[config.mk]
export PLATFORM = sky130hd
export DESIGN_NAME = ag_burst_arbiter
export DESIGN_NICKNAME = d
export VERILOG_FILES = /design/src/rtl/ag_burst_arbiter.sv
export SDC_FILE = /design/constraint.sdc
export NUM_CORES = 1
export LEC_CHECK = 0
export CAP_MARGIN = 20
export CORE_ASPECT_RATIO = 0.8
export CORE_UTILIZATION = 28
export DETAILED_ROUTE_END_ITERATION = 10
export PLACE_DENSITY = 0.46
export SKIP_CTS_REPAIR_TIMING = 1
export SYNTH_ARGS = -nofsm -noshare
export SYNTH_HDL_FRONTEND = slang
export SYNTH_SLANG_ARGS = --single-unit
[constraint.sdc]
create_clock -name m_clk -period 2.2 [get_ports m_clk]
set_input_delay 0.33 -clock m_clk [delete_from_list [all_inputs] [get_ports m_clk]]
set_output_delay 0.33 -clock m_clk [all_outputs]
set_load 0.02 [all_outputs]
[src/rtl/ag_burst_arbiter.sv]
// Round-robin, non-preemptive burst scheduler sharing an address space split into two banks.
// Each grant emits a run of sequential {bank, offset} addresses, then a one-cycle done pulse.
module ag_burst_arbiter #(
    parameter int CNT_W = 7,
    parameter int LEN_W = 8
) (
    input  logic             m_clk,
    input  logic             reset,
    input  logic             req0,
    input  logic [CNT_W-1:0] start0,
    input  logic [LEN_W-1:0] len0,
    input  logic             req1,
    input  logic [CNT_W-1:0] start1,
    input  logic [LEN_W-1:0] len1,
    output logic             gnt0,
    output logic             gnt1,
    output logic [CNT_W:0]   addr_out,
    output logic             addr_valid,
    output logic             done0,
    output logic             done1,
    output logic             busy
);

    localparam int REM_W = CNT_W + 1;
    localparam int CMP_W = (LEN_W > REM_W) ? LEN_W : REM_W;
    localparam logic [REM_W-1:0] BANK_SIZE = {1'b1, {CNT_W{1'b0}}};

    typedef enum logic [1:0] {
        IDLE,
        BURST,
        GAP
    } state_t;

    state_t             state;
    logic               last;
    logic               cur_id;
    logic [CNT_W-1:0]   offset;
    logic [REM_W-1:0]   rem;

    logic               any_req;
    logic               sel_id;
    logic [CNT_W-1:0]   sel_start;
    logic [CMP_W-1:0]   sel_len;
    logic [REM_W-1:0]   sel_rem;
    logic [CNT_W-1:0]   next_offset;

    // Winner selection and length clamp for the grant edge.
    // NOTE: every signal gets a default at the top of always_comb so no path can infer a latch.
    always_comb begin
        any_req     = req0 | req1;
        sel_id      = (req0 && req1) ? ~last : req1;
        sel_start   = sel_id ? start1 : start0;
        sel_len     = sel_id ? CMP_W'(len1) : CMP_W'(len0);
        sel_rem     = BANK_SIZE;
        if (sel_len <= CMP_W'(BANK_SIZE)) begin
            sel_rem = REM_W'(sel_len);
        end
        next_offset = offset + 1'b1;
    end

    // NOTE: all state updates use non-blocking assignments so every register sees pre-edge values.
    always_ff @(posedge m_clk) begin
        if (reset) begin
            state      <= IDLE;
            last       <= 1'b1;
            cur_id     <= 1'b0;
            offset     <= '0;
            rem        <= '0;
            gnt0       <= 1'b0;
            gnt1       <= 1'b0;
            addr_out   <= '0;
            addr_valid <= 1'b0;
            done0      <= 1'b0;
            done1      <= 1'b0;
            busy       <= 1'b0;
        end else begin
            case (state)
                IDLE: begin
                    if (any_req) begin
                        busy   <= 1'b1;
                        last   <= sel_id;
                        cur_id <= sel_id;
                        offset <= sel_start;
                        rem    <= sel_rem;
                        if (sel_rem == '0) begin
                            // Zero-length request: acknowledge immediately without addresses.
                            done0 <= ~sel_id;
                            done1 <= sel_id;
                            state <= GAP;
                        end else begin
                            addr_out   <= {sel_id, sel_start};
                            addr_valid <= 1'b1;
                            gnt0       <= ~sel_id;
                            gnt1       <= sel_id;
                            state      <= BURST;
                        end
                    end
                end
                BURST: begin
                    if (rem > REM_W'(1)) begin
                        // Offset wraps inside the bank; the bank bit comes from cur_id only.
                        offset   <= next_offset;
                        rem      <= rem - 1'b1;
                        addr_out <= {cur_id, next_offset};
                    end else begin
                        addr_valid <= 1'b0;
                        gnt0       <= 1'b0;
                        gnt1       <= 1'b0;
                        done0      <= ~cur_id;
                        done1      <= cur_id;
                        state      <= GAP;
                    end
                end
                GAP: begin
                    done0 <= 1'b0;
                    done1 <= 1'b0;
                    busy  <= 1'b0;
                    state <= IDLE;
                end
                default: begin
                    state <= IDLE;
                end
            endcase
        end
    end

endmodule

==> results.ini, run 1 <==
[outcome]
status = finished clean

[critical_path]
criticalPathCategory = reg -> reg
cp_cell_sequence = inv_1 -> ha_1 -> or3b_4 -> o21ai_1 -> a21o_1 -> buf_4 -> a2111oi_2 -> nor3_1
path_max_fanout = 6
crit_arrival_ns = 2.15
reg2reg_to = addr_out[7]
slowest_delay_ns = 0.37
critPathRequiredTime_ns = 2.37
regToRegStartpoint = state[0]
r2r_cells = 8
start_kind = register
crit_family = compound AO/OA/AOI/OAI gates
reg2reg_slack_ns = 0.22
crit_path_top_delay_cell = dfxtp_1
worstPathBufferInverterCount = 2
crit_path_end_kind = register

[power_and_ir_drop]
ir_drop_mv = 0.476
p_leak_nw = 1.15
cellPowerDensity_nw_per_um2 = 1330

[yosys]
synthSimpleGateAreaFrac_pct = 25.0
yosys_warnings = 0
synth.area.top_cells = dfxtp_1 (32%), a21oi_1 (8.1%), nand2_1 (6.8%), o21ai_0 (6.0%), ha_1 (4.2%)
seq_area_frac_synth_pct = 31.5
synth_compound_area_share_pct = 27.9
synth.ff_latch_count = 33
synthArstFlopShare_pct = 0
ys.flop_type = dfxtp_1
synthAdderAreaFrac_pct = 4.18
synth_top_family_by_area = compound AO/OA/AOI/OAI gates
yosysUniqueCellTypes = 53
syn-cell-area_sq_um = 2100
synth_top_area_cell = dfxtp_1
syn_nets = 307
syn_inst = 266
synthMuxAreaShare_pct = 3.82
syn_avg_cell_area_sq_um = 7.88
synth_xor_xnor_area_share_pct = 2.09
synth-edff-count = 0
synth_top_area_share_pct = 31.5

[die]
rows = 27
dieArea_sq_um = 7840
die_w_um = 98.7
core_sq_um = 7060
start_util_pct = 29.7
ios = 48
die_y_um = 79.4

[clock_tree]
cts_tree = done
htree_num_levels = 2
clk_latency_ns = 0.29
cts_made_buffers = 5
root_buffer = clkbuf_8
clockBufferDepth = 2
path_clk_slew_ns = 0.07
clkSinkCount = 33

[routing]
wl_met3_um = 348
first_pass_iters = 4
num_vias = 2106
top_layer_used = met4
wl_met2_mm = 2.48
wl_met1_mm = 3.30
drt-initial-drc-count = 142
antenna_left = 0
drc = 0
wl_mm = 6.18
wl_per_cell_um = 14.7
routed_via_density = 5.01

[sta]
finalHoldViolCount = 0
fin_crit_sh_pct = 90.2
drv_slew = 0
finalClockSkew_ns = 0.00572
relSlewSlack_pct = 67.8
worst_slew_pin_slew_ns = 0.478
post-route-min-period_ns = 1.98
hold_ws_ns = 0.468
clock.fmax_ghz = 0.504
rsz0062_at_grt = false
setup_viol = 0

[cells_and_area]
area_growth_pct = 39.8
drive_above_1_share_pct = 15.6
antennaDiodeCount = 0
final_util_pct = 41.5
nets = 374

[place]
port_buffers = 47
place_congestion = 0.754
dp_hpwl_mm = 4.62

[hold_path]
hold_end = offset[6]
hold_depth = 2
hp-class = reg -> reg
hp-start = offset[6]

[global_route]
grt_max_degree = 32
grt_overflow_total = 0
antenna_found_initial = 0
grt_use_total_pct = 16.8
grt_pass1_vias = 1977
grt_pass1_wl_mm = 10.2

[flow_run]
maxCapViolations = 0

state kept, by name, indices dropped and copies added, names as in the netlist:
| signal | count |
|---|---|
| cur_id | 1 |
| last | 1 |
| rem | 8 |
| done1 | 1 |
| done0 | 1 |
| addr_out | 8 |
| state | 2 |
| gnt0 | 1 |
| busy | 1 |
| offset | 7 |
| gnt1 | 1 |
| addr_valid | 1 |
stage by stage:
step                      instances  setup slack, ns  cell area [sq um]  total power, mW  setup TNS [ns]
after detailed placement        413          -0.0172               2830             3.34         -0.0429
after floorplan                 266            0.243               2100             2.51               0
after global placement          413          -0.0760               2830             3.34          -0.397
after global routing            420           0.0782               2930             4.22               0
after CTS                       420            0.199               2930             3.92               0
final                           420            0.217               2930             3.89               0
final cells by class:
class                           instances  area (sq um)
Inverter                                9          33.8
Clock buffer                            5          68.8
Multi-Input combinational cell        208          1320
Tap cell                               87           109
Clock inverter                          2          35.0
Sequential cell                        33           661
Fill cell                             721          4130
Timing Repair Buffer                   76           701
cells in the mapped netlist (all sizes together) (2+ instances only):
library cell,n
o221a,2
nor3b,2
a21oi,34
a311oi,2
or3,7
nor2,14
ha,7
mux2i,8
nand3,14
nand3b,5
clkbuf,12
nor3,9
o21ai,28
dfxtp,33
a32o,3
nor4,2
inv,9
a211oi,2
a311o,2
xor2,4
nand4,2
nand2,38
buf,4
nor2b,3
logic make-up after synthesis:
family                   count (synthesis)
AO/OA/AOI/OAI                           87
XOR/XNOR                                 5
flip-flops                              33
adder cells (fa/ha/maj)                  7
AND/OR/NAND/NOR                        101
buffers and inverters                   25
multiplexers                             8
power by group:
group	switching (mW)	internal (mW)	leakage (nW)
sequential	0.196	0.846	0.272
combinational	1.23	1.05	0.827
clock	0.243	0.329	0.0540
total	1.67	2.22	1.15
worst register-to-register path: cells and delay by family (launching register included):
family,cells,cell delay (ns)
simple gates,2,0.30
fa+ha+maj,1,0.21
compound gates,3,0.67
buf+inv,2,0.29
flops,1,0.37
worst max path at each step:
stage                  start          end  slack [ns]  cells past startpoint
floorplan             rem[0]       rem[0]        0.24                      8
global placement     len1[4]  addr_out[4]       -0.08                      9
detailed placement   len1[5]  addr_out[2]       -0.02                      9
CTS                 state[0]  addr_out[7]        0.20                      8
global route        state[0]  addr_out[7]        0.08                      8
finish              state[0]  addr_out[7]        0.22                      8
per-layer routing:
| metal | track usage, % | up-vias |
|---|---|---|
| li1 | - | 1099 |
| met1 | 24.3 | 930 |
| met2 | 25.2 | 70 |
| met3 | 3.59 | 7 |
| met4 | 4.48 | 0 |
| met5 | 0 | - |
cell usage in the layout (no fill, tap or decap), types with 3 or more instances in the layout:
cell,n
a21oi_1,34
a32o_1,3
buf_4,28
clkbuf_8,5
clkdlybuf4s50_1,47
dfxtp_1,33
ha_1,7
inv_1,9
mux2i_1,8
nand2_1,38
nand3_1,14
nand3b_1,5
nor2_1,13
nor2b_1,3
nor3_1,7
o21ai_0,25
or3_1,5
xor2_1,4
(Power assumes the default switching activity.)
==> run 2, diff against run 1 <==
- ABC_AREA: not set -> 1
- PLACE_DENSITY: 0.46 -> 0.45
- SLEW_MARGIN: not set -> 5
==> run 2 against run 1 <==
Effect of this change: largest cell class unchanged; maximum frequency grew 0.29%; highest routed layer unchanged; critical path type unchanged; sequential power about the same; clock skew decreased by 0.0021 ns; critical path depth up 2; critical endpoint is now addr_out[1]; via count rose by 4.7%; non-clock buffer count down 4.
==> results.ini, run 2 <==
[power_and_ir_drop]
power_frac_clock_pct = 16.4
p_int_mw = 2.32
p_sw_share_pct = 44.9
pwr-share-comb_pct = 58.8
cellPowerDensity_nw_per_um2 = 1410
seq_power_share_pct = 24.8
ir_drop_mv = 0.790
p_leak_nw = 1.31
power_mw = 4.21
p_sw_mw = 1.89

[place]
dpl_worst_slack_ns = -0.0584
dp_hpwl_mm = 4.63
port_buffers = 47
place_congestion = 0.846

[yosys]
yosys_warnings = 0
seq_area_frac_synth_pct = 30.7
yosysUniqueCellTypes = 32
synth.ff_latch_count = 33
synth_top_area_cell = dfxtp_1
synth_top_area_share_pct = 30.7
syn-cell-area_sq_um = 2150
synthTopCellsByCount = nand2_1 (76), dfxtp_1 (33), inv_1 (32)
syn_inst = 319
synthArstFlopShare_pct = 0
ys.flop_type = dfxtp_1
yosysMostFrequentCell = nand2_1
syn_nets = 360
syn_avg_cell_area_sq_um = 6.75
synth-edff-count = 0
synth.area.top_cells = dfxtp_1 (31%), nand2_1 (13%), nand3_1 (6.3%), inv_1 (5.6%), a21oi_1 (5.3%)

[clock_tree]
clockBufferDepth = 2
clk_latency_ns = 0.29
cts_made_buffers = 5
path_clk_slew_ns = 0.07
htree_num_levels = 2
clkSinkCount = 33
root_buffer = clkbuf_8
cts_tree = done

[flow_run]
maxCapViolations = 0

[routing]
first_pass_iters = 4
antenna_left = 0
num_vias = 2204
drt-initial-drc-count = 100
wl_mm = 6.01
wl_per_cell_um = 12.2
routed_via_density = 4.48
drc = 0

[cells_and_area]
antennaDiodeCount = 0
nets = 427
drive_above_1_share_pct = 17.1
register_area_sq_um = 661
top_regs = addr_out: 8 flops, rem: 8 flops, offset: 7 flops
final_common_cell = nand2_1
multiInputGateArea_sq_um = 1270
final_cell_mix = nand2_1 (76), clkdlybuf4s50_1 (47), dfxtp_1 (33)
area_growth_pct = 38.9
final_util_pct = 40.3
num-fill-cells = 805

[sta]
finalClockSkew_ns = 0.00366
drv_slew = 0
relSlewSlack_pct = 61.2
rsz0062_at_grt = false
fin_crit_sh_pct = 89.9
tns_ns = 0
worst_slew_pin_slew_ns = 0.582
fin_ws_ns = 0.222
post-route-min-period_ns = 1.98
setup_viol = 0
finalHoldViolCount = 0
clock.fmax_ghz = 0.506

[critical_path]
start_kind = register
crit_path_end_kind = register
path_max_fanout = 17
critPathRequiredTime_ns = 2.43
crit_arrival_ns = 2.21
criticalPathCategory = reg -> reg

[global_route]
grt_pass1_wl_mm = 10.2
grt_overflow_total = 0
grt_pass1_vias = 2043
grt_max_degree = 19
antenna_found_initial = 0
grt_use_total_pct = 16.3

[hold_path]
hp-class = reg -> reg

[die]
dieArea_sq_um = 8050
rows = 28
core_sq_um = 7430
die_y_um = 80.4
die_w_um = 100
start_util_pct = 29.0
ios = 48

[outcome]
status = finished clean

[run 2: worst max-delay path, stage by stage, from the launching register on]
cell	delay, ns
dfxtp_1	0.37
inv_1	0.09
ha_1	0.25
nor2_1	0.11
nor3_1	0.07
nor2_1	0.28
o21ai_4	0.08
inv_2	0.26
buf_4	0.20
nand3_2	0.08
a21oi_2	0.12
[run 2: per-stage QoR]
step	instance area, sq um	hold WS, ns	instances
after CTS	2990	0.473	492
after detailed placement	2860	0.459	484
after global routing	2990	0.496	492
after floorplan	2150	0.449	319
after global placement	2860	0.458	484
final	2990	0.471	492
[run 2: final cells by class]
| class | instances | area share, % |
|---|---|---|
| inverters | 37 | 4.64 |
| well taps | 105 | 4.39 |
| clock inverters | 3 | 2.18 |
| clock buffers | 5 | 2.30 |
| repair buffers | 72 | 22.0 |
| flip-flops and latches | 33 | 22.1 |
| multi-input cells | 237 | 42.4 |
[run 2: cells by family (layout without fill, tap and decap cells)]
kind of cell / Yosys count / count (layout) / synth area share (%)
xor gates and xnor gates: 4 / 4 / 1.63
buffers and inverters: 49 / 117 / 10.5
AOI/OAI and AO/OA: 63 / 63 / 17.9
adders and majority gates: 7 / 7 / 4.07
and+or+nand+nor: 163 / 163 / 35.3
DFF: 33 / 33 / 30.7
[run 2: worst paths after layout]
check,endpoint,start,slack (ns),depth (start not counted)
hold reg to reg,addr_out[2],addr_out[2],0.47,2
setup reg to reg,addr_out[1],rem[0],0.22,10
setup / recovery,addr_out[1],rem[0],0.22,10
hold / removal,addr_out[2],addr_out[2],0.47,2
[run 2: power groups by stage]
stage | logic (mW) | registers (mW) | clock network, mW
3_3_place_gp | 2.49 | 1.05 | 0
6_report | 2.48 | 1.04 | 0.692
5_1_grt | 2.81 | 1.08 | 0.736
3_5_place_dp | 2.48 | 1.05 | 0
2_1_floorplan | 1.60 | 1.14 | 0
4_1_cts | 2.49 | 1.04 | 0.719
[run 2: per-layer routing]
layer | vias to the layer above | global-route usage [%] | part of all wire, %
met5 | - | 0 | 0
met4 | 0 | 3.48 | 0.45
met3 | 2 | 3.13 | 4.1
met2 | 38 | 24.5 | 42
met1 | 982 | 23.9 | 54
li1 | 1182 | - | -
==> run 3, diff against run 2 <==
- CORE_ASPECT_RATIO: 0.8 -> not set
- CORE_UTILIZATION: 28 -> 45
- PLACE_DENSITY: 0.45 -> 0.69
- SKIP_CTS_REPAIR_TIMING: 1 -> not set
==> run 3 against run 2 <==
Effect of this change: global-route usage rose by 5.9 points; sequential power about the same; power is 3.7% lower; via count is 1.2% lower; register-to-register slack barely moved; clock power decreased by 13%; non-clock buffer count shrank 7; routed wire length shrank 14%; critical path type unchanged; critical endpoint is now done1; largest power group unchanged; highest routed layer unchanged.
==> results.ini, run 3 (same netlist as run 2, synthesis figures left out) <==
[outcome]
status = finished clean

[clock_tree]
htree_num_levels = 2
cts_tree = done
clkSinkCount = 33
clockBufferDepth = 2
cts_made_buffers = 5
hold_buffers = 0
root_buffer = clkbuf_8
clk_latency_ns = 0.29
cts_resized = 0
path_clk_slew_ns = 0.07
post-cts-setup-buffers = 0

[sta]
relSlewSlack_pct = 70.2
setup_viol = 0
hold_ws_ns = 0.472
finalHoldViolCount = 0
drv_slew = 0
worst_slew_pin_slew_ns = 0.446
fin_crit_sh_pct = 89.7
post-route-min-period_ns = 1.97
tns_ns = 0
finalClockSkew_ns = 0.00676
rsz0062_at_grt = false
clock.fmax_ghz = 0.507

[place]
port_buffers = 47
dp_hpwl_mm = 3.95
place_congestion = 0.855

[hold_path]
hp-class = reg -> reg
hold_depth = 2

[critical_path]
path_max_fanout = 5
start_kind = register
crit_arrival_ns = 2.20
critPathRequiredTime_ns = 2.43
crit_path_end_kind = register
r2r_cells = 10
criticalPathCategory = reg -> reg

[cells_and_area]
register_area_sq_um = 661
area_growth_pct = 33.1
drive_above_1_share_pct = 15.3
final_cell_mix = nand2_1 (76), clkdlybuf4s50_1 (47), dfxtp_1 (33)
multiInputGateArea_sq_um = 1270
final_util_pct = 64.1
num-fill-cells = 419
antennaDiodeCount = 0
final_common_cell = nand2_1
top_regs = addr_out: 8 flops, rem: 8 flops, offset: 7 flops
nets = 420

[die]
ios = 48
die_y_um = 71.2
rows = 24
die_w_um = 71.2
core_sq_um = 4470
dieArea_sq_um = 5070
start_util_pct = 48.1

[power_and_ir_drop]
ir_drop_mv = 0.796
p_leak_nw = 1.27
cellPowerDensity_nw_per_um2 = 1410

[global_route]
grt_pass1_vias = 2011
antenna_found_initial = 0
grt_use_total_pct = 22.2
grt_overflow_total = 0
grt_max_degree = 19
grt_pass1_wl_mm = 8.98

[routing]
first_pass_iters = 6
drc = 0
routed_via_density = 5.04
drt-initial-drc-count = 173
num_vias = 2177
antenna_left = 0
wl_mm = 5.19
wl_per_cell_um = 12.0

[flow_run]
maxCapViolations = 0

run 3: changes by cell type in the layout (fill, tap and decap cells not counted), sizes merged:
| cell | change |
|---|---|
| buf | -7 |
| clkinv | -1 |
| clkbuf | +2 |
| bufinv | -1 |
run 3: metal layers:
metal | global-route usage (%) | share of wire [%] | wire (um) | up-vias
met4 | 6.00 | 0.52 | 27 | 0
met1 | 28.8 | 48 | 2510 | 966
met3 | 4.56 | 3.9 | 201 | 2
li1 | - | - | - | 1164
met5 | 0 | 0 | 0 | -
met2 | 37.2 | 47 | 2450 | 45
run 3: final timing paths:
| check | startpoint | endpoint | slack [ns] |
|---|---|---|---|
| hold / removal | busy | busy | 0.47 |
| setup / recovery | rem[0] | done1 | 0.23 |
| hold reg to reg | busy | busy | 0.47 |
| setup reg to reg | rem[0] | done1 | 0.23 |
run 3: final cells by class:
type                    count  area share (%)
clock buffers               7            3.01
clock inverters             1            1.05
inverters                  37            4.85
flip-flops and latches     33            23.0
multi-input cells         237            44.2
repair buffers             65            21.6
well taps                  52            2.27
run 3: per-stage QoR:
step	std cells	worst slack [ns]	power, mW	instance area [sq um]
2_1_floorplan	319	0.545	2.74	2150
3_3_place_gp	424	0.0678	3.44	2750
3_5_place_dp	424	0.0469	3.46	2750
4_1_cts	432	0.222	4.08	2870
5_1_grt	432	0.0448	4.42	2870
6_report	432	0.227	4.05	2870
run 3: worst max-delay path, stage by stage (launching register included):
cell	delay (ns)
dfxtp_1	0.34
inv_1	0.10
ha_1	0.21
nor2_1	0.06
nor3_1	0.27
nor2_1	0.15
a21oi_1	0.38
nand3_2	0.16
nand2_1	0.08
nand2_1	0.05
nor2_1	0.10
run 3: where the power goes:
group	internal [mW]	total (mW)	switching, mW
Sequential	0.852	1.03	0.183
Combinational	1.01	2.42	1.41
Clock	0.369	0.600	0.230
Total	2.24	4.05	1.82
